`src/rtl/hdu_pkg.sv`:
```
// Shared types and default sizing for the hazard detection unit.
package hdu_pkg;

    typedef enum logic [1:0] {
        FWD_NONE  = 2'b00,
        FWD_EXMEM = 2'b01,
        FWD_MEMWB = 2'b10
    } fwd_sel_t;

    localparam int LATW_DEF      = 4;
    localparam int NOFWD_LAT_DEF = 3;

endpackage

```
`src/rtl/hdu_fwd_sel.sv`:
```
// Forwarding select for one EX operand: EX/MEM result wins over MEM/WB.
module hdu_fwd_sel import hdu_pkg::*; #(
    parameter int REGW = 5
) (
    input  logic            fwd_en,
    input  logic [REGW-1:0] src,
    input  logic [REGW-1:0] exmem_rd,
    input  logic            exmem_regWrite,
    input  logic [REGW-1:0] memwb_rd,
    input  logic            memwb_regWrite,
    output fwd_sel_t        sel
);

    // Priority compare; x0 is never a forwarding source.
    always_comb begin
        sel = FWD_NONE;
        if (fwd_en && exmem_regWrite && exmem_rd != '0 && exmem_rd == src)
            sel = FWD_EXMEM;
        else if (fwd_en && memwb_regWrite && memwb_rd != '0 && memwb_rd == src)
            sel = FWD_MEMWB;
    end

endmodule

```
`src/rtl/hdu_scoreboard.sv`:
```
// Countdown-scoreboard hazard unit: RAW/WAW stalls, flush cancel, forwarding.
module hdu_scoreboard import hdu_pkg::*; #(
    parameter int NREG      = 32,
    parameter int REGW      = $clog2(NREG),
    parameter int LATW      = LATW_DEF,
    parameter int NOFWD_LAT = NOFWD_LAT_DEF,
    parameter int CNTW      = 32
) (
    input  logic            clk,
    input  logic            rst_n,
    input  logic            fwd_en,
    input  logic            id_valid,
    input  logic [REGW-1:0] id_rs1,
    input  logic [REGW-1:0] id_rs2,
    input  logic            id_use_rs1,
    input  logic            id_use_rs2,
    input  logic [REGW-1:0] id_rd,
    input  logic            id_regWrite,
    input  logic [LATW-1:0] id_lat,
    input  logic            flush,
    input  logic [REGW-1:0] idex_rs1,
    input  logic [REGW-1:0] idex_rs2,
    input  logic [REGW-1:0] exmem_rd,
    input  logic [REGW-1:0] memwb_rd,
    input  logic            exmem_regWrite,
    input  logic            memwb_regWrite,
    output logic [1:0]      forwA,
    output logic [1:0]      forwB,
    output logic            stall,
    output logic            issue,
    output logic [NREG-1:0] busy_vec,
    output logic [CNTW-1:0] stall_cnt
);

    logic [NREG-1:0][LATW-1:0] sb;
    logic                      owner_vld;
    logic [REGW-1:0]           owner_rd;
    logic [LATW:0]             lat_ext;
    logic [LATW-1:0]           load_val;
    logic                      raw, waw;
    fwd_sel_t                  sel_a, sel_b;

    hdu_fwd_sel #(.REGW(REGW)) u_fwd_a (
        .fwd_en(fwd_en), .src(idex_rs1),
        .exmem_rd(exmem_rd), .exmem_regWrite(exmem_regWrite),
        .memwb_rd(memwb_rd), .memwb_regWrite(memwb_regWrite),
        .sel(sel_a)
    );

    hdu_fwd_sel #(.REGW(REGW)) u_fwd_b (
        .fwd_en(fwd_en), .src(idex_rs2),
        .exmem_rd(exmem_rd), .exmem_regWrite(exmem_regWrite),
        .memwb_rd(memwb_rd), .memwb_regWrite(memwb_regWrite),
        .sel(sel_b)
    );

    assign forwA = sel_a;
    assign forwB = sel_b;

    // Load value: without forwarding the result only appears after the regfile
    // write/read, so latency is stretched; the extra bit catches overflow.
    always_comb begin
        lat_ext  = {1'b0, id_lat} + (fwd_en ? '0 : (LATW+1)'(NOFWD_LAT));
        load_val = lat_ext[LATW] ? '1 : lat_ext[LATW-1:0];
    end

    // Hazards: sb[0] stays zero, so x0 sources never stall.
    always_comb begin
        raw = id_valid && ((id_use_rs1 && sb[id_rs1] != '0) ||
                           (id_use_rs2 && sb[id_rs2] != '0));
        waw = id_valid && id_regWrite && (id_rd != '0) && (sb[id_rd] > load_val);
    end

    assign stall = raw || waw;
    assign issue = id_valid && !stall && !flush;

    for (genvar r = 0; r < NREG; r++) begin : g_busy
        assign busy_vec[r] = |sb[r];
    end

    // Per-register countdown: a new issue reloads, a flush of the owner
    // cancels, otherwise count down towards idle.
    always_ff @(posedge clk or negedge rst_n) begin
        if (!rst_n) begin
            sb <= '0;
        end else begin
            sb[0] <= '0;
            for (int r = 1; r < NREG; r++) begin
                if (issue && id_regWrite && id_rd == REGW'(r))
                    sb[r] <= load_val;
                else if (flush && owner_vld && owner_rd == REGW'(r))
                    sb[r] <= '0;
                else if (sb[r] != '0)
                    sb[r] <= sb[r] - LATW'(1);
            end
        end
    end

    // Remember which entry the instruction now entering ID/EX owns.
    always_ff @(posedge clk or negedge rst_n) begin
        if (!rst_n) begin
            owner_vld <= 1'b0;
            owner_rd  <= '0;
        end else begin
            owner_vld <= issue && id_regWrite && (id_rd != '0);
            owner_rd  <= id_rd;
        end
    end

    // Saturating stall-cycle counter.
    always_ff @(posedge clk or negedge rst_n) begin
        if (!rst_n)
            stall_cnt <= '0;
        else if (stall && id_valid && stall_cnt != '1)
            stall_cnt <= stall_cnt + CNTW'(1);
    end

endmodule

```
`config.mk`:
```
export PLATFORM = sky130hd
export DESIGN_NAME = hdu_scoreboard
export DESIGN_NICKNAME = d
export VERILOG_FILES = /design/src/rtl/hdu_pkg.sv /design/src/rtl/hdu_fwd_sel.sv /design/src/rtl/hdu_scoreboard.sv
export SDC_FILE = /design/constraint.sdc
export NUM_CORES = 1
export LEC_CHECK = 0
export CORE_MARGIN = 5
export CORE_UTILIZATION = 59
export CTS_CLUSTER_SIZE = 25
export DETAILED_ROUTE_END_ITERATION = 10
export PLACE_DENSITY_LB_ADDON = 0.3
export SLEW_MARGIN = 20
export SYNTH_ARGS = -nofsm -noshare
export SYNTH_HDL_FRONTEND = slang
export SYNTH_SLANG_ARGS = --single-unit
```
`constraint.sdc`:
```
create_clock -name clk -period 8.1 [get_ports clk]
set_clock_uncertainty 0.2 [all_clocks]
set_input_delay 1.62 -clock clk [delete_from_list [all_inputs] [get_ports clk]]
set_output_delay 1.62 -clock clk [all_outputs]
set_load 0.03 [all_outputs]
```
# Word-level counts from Yosys, hierarchy flattened

Cells that the tools add are included.

Input port bits: 49
RAM bits: 0
Memories: 0
Bits in latches: 0
Output and inout port bits: 70
Flip-flop bits (word level): 162
Word-level logic and storage cells: 428
Bits in read-only memories: 0

Equality and inequality tests: 67
Order comparisons: 4
Bitwise operators: 0
Reduce and logical (&&, ||, !) cells: 185
$add $sub $neg: 33
Multiply operators: 0
Shifts and indexed selects: 0
Div/mod/pow operators: 0
Multiplexer cells: 105

Operator list:

| cell                                               | number |
|---|---|
| two-way mux 4 bit                                  | 97 |
| == test 5 bit, second input constant               | 32 |
| nonzero test 4 bit                                 | 33 |
| OR reduction 4 bit                                 | 31 |
| subtractor 4 x 1 -> 4 bit, second input constant   | 31 |
| nonzero test 3 bit                                 | 31 |
| logical AND 1 bit                                  | 83 |
| == test 5 x 4 -> 1 bit, second input constant      | 16 |
| binary-select mux 4 bit (select 5 bit)             | 3 |
| == test 5 x 3 -> 1 bit, second input constant      | 8 |
| adder 32 x 1 -> 32 bit, second input constant      | 1 |
| != test 32 bit, second input constant              | 1 |
| == test 5 x 2 -> 1 bit, second input constant      | 4 |
| == test 5 bit                                      | 4 |
| < comparator 5 x 6 -> 1 bit, second input constant | 3 |
| nonzero test 5 bit                                 | 3 |
| == test 5 x 1 -> 1 bit, second input constant      | 2 |
| two-way mux 2 bit                                  | 5 |
| adder 4 x 2 -> 5 bit                               | 1 |
| greater-than comparator 4 bit                      | 1 |
| zero test 1 bit                                    | 2 |
| logical OR 1 bit                                   | 2 |

# Longest topological paths before layout

Gate-level depths: netlist of run 1.

Depth after elaboration: 13
Gate-level depth with buffers: 21
Gate-level depth less buffers: 16

# Modules after synthesis

A second synthesis of run 1 with hierarchy kept.

Cell total of the unflattened synthesis: 1218
Area, all modules: 12259.3 sq um

By module, submodules not included:

| module         | sequential area each (sq um) | area each (sq um) | cells each | instances |
|---|---|---|---|---|
| hdu_scoreboard | 4053.9                       | 11944.0           | 1180       | 1 |
| hdu_fwd_sel    | 0.0                          | 157.7             | 19         | 2 |

# Least setup slack after synthesis of run 1

OpenSTA, ideal clock, no wires.

Path type: input -> output
From: input id_rd[0]
To: output issue
Arrival: 5.445 ns
Buffers on the path: 4
Required time: 6.280 ns
Cell stages on the path: 16
Slack: 0.835 ns
Cell sequence: clkbuf_1 buf_1 mux4_2 mux4_2 nor2_1 a41oi_1 ha_1 nor2b_1 o21a_1 o21ai_0 a211oi_1 nor3_1 nand3_4 buf_6 buf_2 inv_1

Cells in the longest elaborated chain, start to end: 8
Elaborated cells between the ends (all ways): 10
Those cells by class: 1 x order compare; 2 x mux; 7 x reduce/logical

RTL lines:

| item                                    | RTL line             | RTL |
|---|---|---|
| from (decl)                             | hdu_scoreboard.sv:17 | `input logic [REGW-1:0] id_rd,` |
| binary-select mux 4 bit (select 5 bit)  | hdu_scoreboard.sv:71 | `waw = id_valid && id_regWrite && (id_rd != '0) && (sb[id_rd] > load_val);` |
| two-way mux 4 bit (not written as such) | hdu_scoreboard.sv:71 |  |
| greater-than comparator 4 bit           | hdu_scoreboard.sv:71 |  |
| logical AND 1 bit (*)                   | hdu_scoreboard.sv:71 |  |
| logical OR 1 bit (*)                    | hdu_scoreboard.sv:74 | `assign stall = raw \|\| waw;` |
| zero test 1 bit (*)                     | hdu_scoreboard.sv:75 | `assign issue = id_valid && !stall && !flush;` |
| logical AND 1 bit (*) (2 in a row)      | hdu_scoreboard.sv:75 |  |
| to (decl)                               | hdu_scoreboard.sv:30 | `output logic issue,` |

Mark *: on every way between the ends. The rest lies on a longest branch, timed or not. The select of a mux whose other input is x is not followed.

# Worst setup path after layout of run 1

From: input id_rd[1]
To: output stall

Cells in the longest elaborated chain, start to end: 5
Elaborated cells between the ends (all ways): 7
Those cells by class: 1 x order compare; 2 x mux; 4 x reduce/logical

RTL lines:

| item                                    | RTL line             | RTL |
|---|---|---|
| binary-select mux 4 bit (select 5 bit)  | hdu_scoreboard.sv:71 |  |
| two-way mux 4 bit (not written as such) | hdu_scoreboard.sv:71 |  |
| greater-than comparator 4 bit           | hdu_scoreboard.sv:71 |  |
| logical AND 1 bit (*)                   | hdu_scoreboard.sv:71 |  |
| logical OR 1 bit (*)                    | hdu_scoreboard.sv:74 |  |
| to (decl)                               | hdu_scoreboard.sv:29 | `output logic stall,` |

Marks and branches as above.

==> results of run 1 <==
## worst paths after layout
check	end	slack [ps]	depth (start not counted)
setup / recovery	stall	700	13
hold / removal	stall_cnt[9]	290	1
setup reg to reg	sb[62]	3590	14
hold reg to reg	stall_cnt[9]	290	1
max in group asynchronous	sb[113]	5150	2
min in group asynchronous	sb[78]	1040	1
## critical path, stage by stage
cell,delay [ps]
buf_2,640
mux4_2,600
mux4_2,470
nor2_1,110
a41oi_1,60
ha_1,320
nor2b_1,140
o21a_1,110
o21ai_0,70
a211oi_1,460
inv_1,140
nand2_1,130
clkdlybuf4s50_1,680
## synth_stat cells (7+ instances only)
cell,n
o31ai_1,10
nor2b_1,12
xnor2_1,67
xor2_1,46
o211ai_1,46
nor3_4,8
nand2_1,171
buf_2,12
mux4_2,39
clkbuf_1,41
nand4_1,11
buf_1,7
o21ai_0,16
ha_1,63
nand3_1,69
mux2i_1,133
and3_1,8
or4_1,14
dfrtp_1,162
nand2b_1,10
inv_1,79
and2_1,11
nor4_1,23
nor3_1,19
o31a_1,14
or3_1,22
nor2_1,65
## metal layers
layer / vias to the layer above / part of all wire, % / track usage (%)
met1: 5091 / 38 / 40.3
li1: 4704 / - / -
met4: 0 / 5.3 / 14.5
met5: - / 0 / 0
met3: 138 / 9.6 / 6.45
met2: 652 / 47 / 49.2
## stage by stage
step	setup slack [ps]	cells	power, uW	instance area (sq um)	hold slack (ps)
5_1_grt	531	1634	5330	14000	300
3_5_place_dp	786	1602	4090	13400	282
3_3_place_gp	826	1602	3970	13400	277
4_1_cts	779	1634	4930	14000	292
2_1_floorplan	835	1266	3330	12100	386
6_report	698	1635	4960	14000	291
## area by class of cell
| class | instances | area (sq um) | area share, % |
|---|---|---|---|
| clock buffer | 17 | 425 | 3.03 |
| antenna | 1 | 2.50 | 0.0178 |
| sequential | 162 | 4050 | 28.9 |
| timing repair buffer | 129 | 1250 | 8.90 |
| tap | 270 | 338 | 2.41 |
| multi-input combinational | 962 | 7510 | 53.5 |
| clock inverter | 15 | 164 | 1.17 |
| inverter | 79 | 297 | 2.11 |
## sequential cells by signal, indices dropped and copies added, names as in the netlist
name / count
stall_cnt: 32
sb: 124
owner_vld: 1
owner_rd: 5
## power groups by stage
stage | combinational, uW | clock (uW) | sequential (uW)
5_1_grt | 2750 | 870 | 1710
6_report | 2440 | 826 | 1690
3_3_place_gp | 2310 | 0 | 1660
2_1_floorplan | 1840 | 0 | 1490
3_5_place_dp | 2430 | 0 | 1650
4_1_cts | 2450 | 831 | 1650
## cell families (layout without fill, tap and decap cells)
group                    Yosys count  after routing  share of synthesized area [%]
multiplexers                     176            176                           18.7
adder cells (fa/ha/maj)           64             64                           6.69
XOR/XNOR                         113            113                           8.19
AO/OA/AOI/OAI                    140            140                           8.59
AND/OR/NAND/NOR                  468            468                           19.6
flip-flops                       162            162                           33.5
buffers and inverters            142            240                           4.69
other                              1              2                         0.0310
==> impl_results.rst, run 1 <==
.. list-table::
   :header-rows: 1

   * - Metric
     - Value
   * - Final-report setup violation count
     - 0
   * - Vias
     - 10600
   * - Largest area contributor in the synthesized netlist
     - dfrtp_1
   * - Setup TNS
     - 0 ps
   * - Path type of the worst min-delay path
     - reg2reg
   * - Number of hold-slack violations in the final timing report
     - 0
   * - Gr usage total
     - 30.8%
   * - Maximum number of pins on one net before global-route repair
     - 90
   * - Net switching component of the power
     - around 2200 uW
   * - Switching power share of the total
     - ~45%
   * - Clock-pin slew on the worst setup and hold paths
     - approximately 70 ps
   * - WL final
     - approximately 36000 microns
   * - Setup repair after global routing missed its margin
     - false
   * - Synthesized cell area
     - approximately 12000 sq um
   * - Sum of net half-perimeters after detailed placement
     - approximately 26000 microns
   * - # Post-CTS Setup Buffers
     - 0
   * - Routed len/inst
     - 22.1 microns
   * - Share of Yosys cell area claimed by the top area cell type
     - 33.5%
   * - Initial antenna violation count
     - 1
   * - Global-route congestion overflow total
     - 0
   * - Number of nets with antenna violations after detailed routing
     - 0
   * - # resized after CTS
     - 0
   * - Num CTS Buffers
     - 17
   * - Share of power burned in registers
     - 34.0%
   * - Core utilization of the finished layout
     - 69.6%
   * - Synthesis-stage register bit count
     - about 160
   * - Commonest cells after routing, fill and taps aside
     - 171 x nand2_1, 162 x dfrtp_1, 133 x mux2i_1
   * - Count of buffers inserted at the top-level ports
     - about 120
   * - Post-synth EDFFs
     - 0
   * - Horizontal die dimension
     - ~150 microns
   * - Sequential element share of the synthesized area
     - about a third
   * - Start-to-end type of the worst setup path
     - in2out
   * - Post-synthesis cell type count
     - 67
   * - Crit path from
     - id_rd[1]
   * - Int Power
     - 2750 uW
   * - Vertical die dimension
     - roughly 150 microns
   * - Number of filler instances in the final layout
     - between 1500 and 2000
   * - Crit share post-route
     - ~90%
   * - Worst Setup End Kind
     - primary output
   * - Startpoint of the most critical register-to-register path
     - sb[77]
   * - Proportion of synthesized flip-flops having asynchronous set or reset
     - 100%
   * - Static leakage power
     - approximately 0.0064 uW
   * - Maximum buffer depth of the clock tree
     - 2
   * - First-iteration detailed-routing DRC count
     - approximately 1200
   * - Vias in the first global route
     - ~11000
   * - Max-slew headroom at the worst pin
     - 16.7%
   * - Nets@finish
     - around 1500
   * - Gate count after technology mapping
     - 1266
   * - Relative contribution of combinational cells to total power
     - between 40% and 50%
   * - Total I/O pin count
     - 119
   * - Crit path arrival time
     - around 5600 ps
   * - Clock sink count
     - 162
   * - Number of max-cap violations
     - 0
   * - Site Rows
     - 52
   * - Leading cell type in the layout, fill and taps excluded
     - nand2_1
   * - Worst-margin pin slew
     - 1250 ps
   * - Flip-flop cell with the highest count after synthesis
     - dfrtp_1
   * - Core region area
     - 20200 sq um
   * - Placer congestion estimate
     - between 1 and 1.5
   * - Clock insertion delay at the later pin of the skew report
     - 450 ps
   * - Highest Clock Rate
     - between 0.1 and 0.15 GHz
   * - Starting density of the core
     - between 50 and 60%
   * - Post-route DRC
     - 0
   * - Number of H-tree levels
     - 4
   * - Final Max Tran Viols
     - 0
   * - Ratio of cells with drive above 1 in the final layout
     - 8.58%
   * - Total power density per cell area
     - approximately 350 nW/um^2
   * - VDD IR max
     - about 0.25 mV
   * - Total of warnings raised by yosys
     - 0
   * - CTS tree
     - built
   * - Vias/cell
     - roughly 6.5
   * - Root buffer cell
     - clkbuf_16
   * - Highest fanout seen on the critical path
     - 37
   * - Post-Syn Nets
     - between 1000 and 1500
   * - Hold Path Origin
     - stall_cnt[9]
   * - Run status
     - finished clean
   * - Area Overhead vs Synth
     - 16.2%
   * - Overall die area
     - around 23000 sq um
   * - Startpoint kind of the worst setup timing path
     - input port
   * - Per-instance average area after synthesis
     - approximately 9.5 sq um
   * - Worst endpoint required time
     - between 6000 and 7000 ps
   * - Number of detailed-route iterations in the first pass
     - 8
   * - Clock period minus final worst setup slack
     - between 7000 and 8000 ps
   * - Clock Power Share
     - 16.7%
   * - Cts hold-fix bufs
     - 0
   * - Area contributors post-synth
     - dfrtp_1 34%, mux2i_1 11%, mux4_2 7.3%
   * - First-pass GRT wire length
     - slightly below 60000 microns
Power figures use the tool's default switching activity.
==> run 2: changes to the inputs <==
--- a/config.mk
+++ b/config.mk
@@ -6,7 +6,7 @@
 export NUM_CORES = 1
 export LEC_CHECK = 0
 export CORE_MARGIN = 5
-export CORE_UTILIZATION = 59
+export CORE_UTILIZATION = 35
 export CTS_CLUSTER_SIZE = 25
 export DETAILED_ROUTE_END_ITERATION = 10
 export PLACE_DENSITY_LB_ADDON = 0.3
==> run 2 against run 1 <==
  * First-iteration DRC count decreased by 35%
  * Critical endpoint unchanged
  * Die area grew 64%
  * Critical path type unchanged
  * Non-clock buffer count grew 3
  * Via count shrank 1.7%
  * Power up 0.80%
  * Sequential share of layout area decreased by 0.60 points
  * Largest cell class unchanged
  * Wire length is 7.4% higher
  * Fmax grew 1.2%
==> impl_results.rst, run 2 (same netlist as run 1, synthesis figures left out) <==
.. list-table::
   :header-rows: 1

   * - Metric
     - Value
   * - Startpoint kind of the worst setup timing path
     - input port
   * - Run status
     - finished clean
   * - Family with the most delay on the worst path
     - buffers and inverters
   * - Highest Clock Rate
     - roughly 0.14 GHz
   * - Area used by multi-input combinational logic
     - 7510 sq um
   * - Root buffer cell
     - clkbuf_16
   * - Number of filler instances in the final layout
     - about 3300
   * - Sequential cell area
     - 4050 sq um
   * - Number of hold-slack violations in the final timing report
     - 0
   * - WL final
     - 38700 microns
   * - Number of nets with antenna violations after detailed routing
     - 0
   * - Initial antenna violation count
     - 3
   * - Nets@finish
     - 1467
   * - Count of buffers inserted at the top-level ports
     - roughly 120
   * - Final-report setup violation count
     - 0
   * - Vias in the first global route
     - a little over 10000
   * - Setup TNS
     - 0 ps
   * - Commonest cells after routing, fill and taps aside
     - 171 x nand2_1, 162 x dfrtp_1, 133 x mux2i_1
   * - # Post-CTS Setup Buffers
     - 0
   * - Cts hold-fix bufs
     - 0
   * - Worst endpoint required time
     - ~6300 ps
   * - Path type of the worst min-delay path
     - reg2reg
   * - Area Overhead vs Synth
     - 18.6%
   * - Sum of net half-perimeters after detailed placement
     - about 29000 microns
   * - Pre-CTS setup slack
     - approximately 800 ps
   * - Post-route DRC
     - 0
   * - Leading registers by flop count
     - sb: 124 flops, stall_cnt: 32 flops, owner_rd: 5 flops
   * - Setup repair after global routing missed its margin
     - false
   * - Total power density per cell area
     - about 350 nW/um^2
   * - Crit path buf inv count
     - 3
   * - Core region area
     - ~34000 sq um
   * - Final Max Tran Viols
     - 0
   * - Summed area of non-filler cells in the final layout
     - approximately 14000 sq um
   * - # resized after CTS
     - 0
   * - Area post-placement
     - 13700 sq um
   * - Overall die area
     - 38300 sq um
   * - Clock period minus final worst setup slack
     - between 7000 and 8000 ps
   * - Crit path arrival time
     - about 5500 ps
   * - Leading cell type in the layout, fill and taps excluded
     - nand2_1
   * - Maximum single-stage delay on the critical path
     - ~840 ps
   * - First-iteration detailed-routing DRC count
     - about 750
   * - Cell type with the highest occurrence count on the critical path
     - clkdlybuf4s50_1
   * - Clock-pin slew on the worst setup and hold paths
     - about 80 ps
   * - Routed len/inst
     - 21.3 microns
   * - Vertical die dimension
     - slightly below 200 microns
   * - Global-route congestion overflow total
     - 0
   * - Cell type of the slowest stage on the worst timing path
     - clkdlybuf4s50_1
   * - Starting density of the core
     - between 30% and 40%
   * - Num CTS Buffers
     - 17
   * - Placer congestion estimate
     - between 0.9 and 1
   * - Post-route setup slack
     - 783 ps
   * - Number of flip-flops in the largest register
     - about 120
   * - Static leakage power
     - ~0.0064 uW
   * - VDD IR max
     - between 0.15 and 0.2 mV
   * - Highest fanout seen on the critical path
     - 22
   * - Largest reg by FF count
     - sb
   * - Gr usage total
     - between 10% and 20%
   * - Number of H-tree levels
     - 4
   * - Clock sink count
     - approximately 160
   * - Vias
     - between 10000 and 15000
   * - Horizontal die dimension
     - approximately 200 microns
   * - Maximum number of pins on one net before global-route repair
     - between 80 and 90
   * - Site Rows
     - 68
   * - CTS tree
     - built
   * - Maximum buffer depth of the clock tree
     - 2
   * - Worst Setup End Kind
     - primary output
   * - Number of detailed-route iterations in the first pass
     - 5
   * - Cells along the critical path
     - clkdlybuf4s50_1 > nor3_1 > o2bb2a_1 > a41oi_1 > ha_1 > nor2b_1 > o21a_1 > o21ai_0 > a211oi_1 > inv_1 > nand2_1 > clkdlybuf4s50_1
   * - Crit share post-route
     - 90.3%
   * - Ratio of cells with drive above 1 in the final layout
     - ~8.7%
   * - Number of max-cap violations
     - 0
   * - Total I/O pin count
     - ~120
   * - Start-to-end type of the worst setup path
     - in2out
   * - Vias/cell
     - ~5.7
   * - Max-slew headroom at the worst pin
     - between 20% and 30%
   * - First-pass GRT wire length
     - around 61000 microns
   * - Worst-margin pin slew
     - between 1000 and 1500 ps
   * - Clock insertion delay at the later pin of the skew report
     - between 400 and 500 ps
[run 2: layout make-up]
class / instances / area share (%)
diodes: 1 / 0.0175
clock buffers: 18 / 3.06
clock inverters: 14 / 1.25
inverters: 79 / 2.07
multi-input cells: 962 / 52.4
flip-flops and latches: 162 / 28.3
well taps: 455 / 3.97
repair buffers: 132 / 8.99
[run 2: per-stage QoR]
step	total power (uW)	utilization [%]	std cells	hold WS [ps]
floorplan	3330	-	1266	386
global placement	4060	40.0	1790	279
detailed placement	4120	40.0	1790	280
CTS	5010	41.8	1822	293
global route	5400	41.8	1823	305
finish	5000	41.8	1823	290
[run 2: worst paths after layout]
check                         startpoint       endpoint  slack, ps  cells past startpoint
min in group asynchronous          rst_n         sb[77]       1060                      1
min                        stall_cnt[28]  stall_cnt[28]        290                      1
max in group asynchronous          rst_n         sb[63]       5420                      2
max                             id_rd[2]          stall        780                     12
min reg2reg                stall_cnt[28]  stall_cnt[28]        290                      1
max reg2reg                       sb[97]        sb[102]       3600                     14
[run 2: where the power goes]
group          total [uW]  switching, uW  internal [uW]
Clock                 866            411            455
Sequential           1690            530           1160
Combinational        2440           1290           1160
Total                5000           2230           2770
[run 2: metal layers]
layer / up-vias / GRT usage, % / wire length (microns)
li1: 4722 / - / -
met1: 5164 / 26.5 / 16500
met2: 431 / 32.7 / 18200
met3: 85 / 4.09 / 2770
met4: 4 / 6.85 / 1270
met5: - / 0 / 27
==> run 3: changes to the inputs <==
==> constraint.sdc (replaced) <==
create_clock -name clk -period 6.79 [get_ports clk]
set_clock_uncertainty 0.2 [all_clocks]
set_input_delay 1.358 -clock clk [delete_from_list [all_inputs] [get_ports clk]]
set_output_delay 1.358 -clock clk [all_outputs]
set_load 0.03 [all_outputs]
==> run 3 against run 2 <==
  * Non-clock buffer count up 4
  * Worst hold slack better by 0.68 ps
  * Critical path depth up 3
  * Final cell count up 0.16%
  * Power up 19%
  * Utilization down 0.051 points
  * Clock power up 15%
  * Sequential cell count unchanged
  * Via count down 0.49%
  * Register-to-register slack worse by 1400 ps
  * First-iteration DRC count up 11%
  * Largest cell class unchanged
  * Highest routed layer unchanged
==> impl_results.rst, run 3 (same netlist as run 1, synthesis figures left out) <==
.. list-table::
   :header-rows: 1

   * - Metric
     - Value
   * - Leading registers by flop count
     - sb: 124 flops, stall_cnt: 32 flops, owner_rd: 5 flops
   * - Number of H-tree levels
     - 4
   * - Num CTS Buffers
     - 17
   * - # resized after CTS
     - 0
   * - Site Rows
     - 68
   * - Ratio of cells with drive above 1 in the final layout
     - 8.97%
   * - Worst R2R Setup Slack
     - about 2200 ps
   * - Final-report setup violation count
     - 0
   * - Core region area
     - approximately 34000 sq um
   * - Core utilization of the finished layout
     - a little over two fifths
   * - Initial antenna violation count
     - 3
   * - Number of max-cap violations
     - 0
   * - Starting density of the core
     - between 30% and 40%
   * - Clock insertion delay at the later pin of the skew report
     - between 400 and 500 ps
   * - Worst-margin pin slew
     - 1030 ps
   * - Horizontal die dimension
     - ~200 microns
   * - First-pass GRT wire length
     - ~62000 microns
   * - Routed len/inst
     - approximately 21 microns
   * - Hold Path Origin
     - stall_cnt[22]
   * - Crit share post-route
     - between 90% and 100%
   * - Total power density per cell area
     - between 400 and 500 nW/um^2
   * - First-iteration detailed-routing DRC count
     - ~840
   * - Cts hold-fix bufs
     - 0
   * - Number of flip-flops in the largest register
     - roughly 120
   * - Hold-critical path depth
     - 1
   * - Global-route congestion overflow total
     - 0
   * - Area Overhead vs Synth
     - 18.5%
   * - Setup TNS
     - 0 ps
   * - Final Max Tran Viols
     - 0
   * - Worst endpoint required time
     - between 5000 and 6000 ps
   * - Nets@finish
     - about 1500
   * - Post-route DRC
     - 0
   * - Capture instance of the worst register-to-register path
     - sb[102]
   * - Commonest cells after routing, fill and taps aside
     - 171 x nand2_1, 162 x dfrtp_1, 133 x mux2i_1
   * - WL final
     - between 30000 and 40000 microns
   * - Largest reg by FF count
     - sb
   * - Worst Setup End Kind
     - primary output
   * - Vias/cell
     - approximately 5.7
   * - Static leakage power
     - ~0.0064 uW
   * - Number of hold-slack violations in the final timing report
     - 0
   * - # Post-CTS Setup Buffers
     - 0
   * - Overall die area
     - ~38000 sq um
   * - Highest fanout seen on the critical path
     - 24
   * - Root buffer cell
     - clkbuf_16
   * - Endpoint of the worst hold path
     - stall_cnt[22]
   * - Count of buffers inserted at the top-level ports
     - between 100 and 150
   * - Crit path arrival time
     - ~5000 ps
   * - Startpoint kind of the worst setup timing path
     - input port
   * - Maximum number of pins on one net before global-route repair
     - 66
   * - Clock period minus final worst setup slack
     - 6420 ps
   * - Start-to-end type of the worst setup path
     - in2out
   * - Maximum buffer depth of the clock tree
     - 2
   * - Vias in the first global route
     - a little over 10000
   * - Total inserted antenna cells
     - 0
   * - Highest Clock Rate
     - between 0.15 and 0.2 GHz
   * - Setup repair after global routing missed its margin
     - false
   * - Number of detailed-route iterations in the first pass
     - 5
   * - Vertical die dimension
     - 196 microns
   * - VDD IR max
     - between 0.15 and 0.2 mV
   * - Total I/O pin count
     - 119
   * - Number of filler instances in the final layout
     - 3356
   * - Clock-pin slew on the worst setup and hold paths
     - approximately 70 ps
   * - Max-slew headroom at the worst pin
     - 30.8%
   * - Vias
     - roughly 10000
   * - Gr usage total
     - approximately a fifth
   * - Placer congestion estimate
     - 0.964
   * - Run status
     - finished clean
   * - Startpoint of the most critical register-to-register path
     - sb[77]
   * - Sum of net half-perimeters after detailed placement
     - 29000 microns
   * - Clock sink count
     - 162
   * - Reg2reg path depth
     - 14
   * - Leading cell type in the layout, fill and taps excluded
     - nand2_1
   * - CTS tree
     - built
   * - Number of nets with antenna violations after detailed routing
     - 0
   * - Path type of the worst min-delay path
     - reg2reg
-- run 3: cell types whose count changed in the layout (fill, tap and decap cells not counted), moves of 2 or more --
| cell | previous run | this run |
|---|---|---|
| buf_4 | 14 | 21 |
| clkinv_8 | 3 | 1 |
| clkinvlp_4 | 0 | 3 |
| inv_6 | 4 | 2 |
-- run 3: area by class of cell --
type	count	area (sq um)	area share, %
clock buffers	18	429	3.00
clock inverters	14	163	1.14
inverters	79	297	2.07
multi-input cells	962	7510	52.4
flip-flops and latches	162	4050	28.3
well taps	455	569	3.98
repair buffers	136	1300	9.08
-- run 3: layer usage --
layer | up-vias | wire, microns | track usage (%)
met5 | - | 41 | 0
li1 | 4722 | - | -
met3 | 105 | 2770 | 4.52
met1 | 5091 | 16700 | 27.0
met4 | 6 | 1480 | 7.29
met2 | 431 | 18200 | 32.8
-- run 3: through the flow --
step | instance area (sq um) | hold WS [ps] | cells | total power, uW | setup slack (ps)
2_1_floorplan | 12100 | 386 | 1266 | 3970 | 48.9
3_3_place_gp | 13700 | 281 | 1794 | 4840 | 495
3_5_place_dp | 13700 | 285 | 1794 | 4920 | 400
4_1_cts | 14300 | 299 | 1826 | 5950 | 397
5_1_grt | 14300 | 327 | 1826 | 6410 | 102
6_report | 14300 | 291 | 1826 | 5940 | 373
-- run 3: where the power goes --
group          switching (uW)  internal [uW]  total [uW]  leakage [uW]
combinational            1550           1380        2920       0.00414
clock                     478            526        1000      0.000282
sequential                634           1380        2020       0.00200
total                    2660           3290        5940       0.00642
-- run 3: worst max path at each step --
stage          slack, ps      from    end
2_1_floorplan         50  id_rd[0]  issue
3_3_place_gp         490  id_rd[0]  issue
3_5_place_dp         400  id_rd[0]  issue
4_1_cts              400  id_rd[0]  issue
5_1_grt              100  id_rd[0]  issue
6_report             370  id_rd[0]  issue
-- run 3: critical path, stage by stage --
cell	delay (ps)
buf_2	480
buf_4	280
nor2b_1	350
nand3_1	240
o2bb2a_1	360
a41oi_1	220
ha_1	280
nor2b_1	130
o21a_1	160
o21ai_0	200
a211oi_1	190
nor3_1	290
nand3_4	110
inv_1	70
buf_4	150
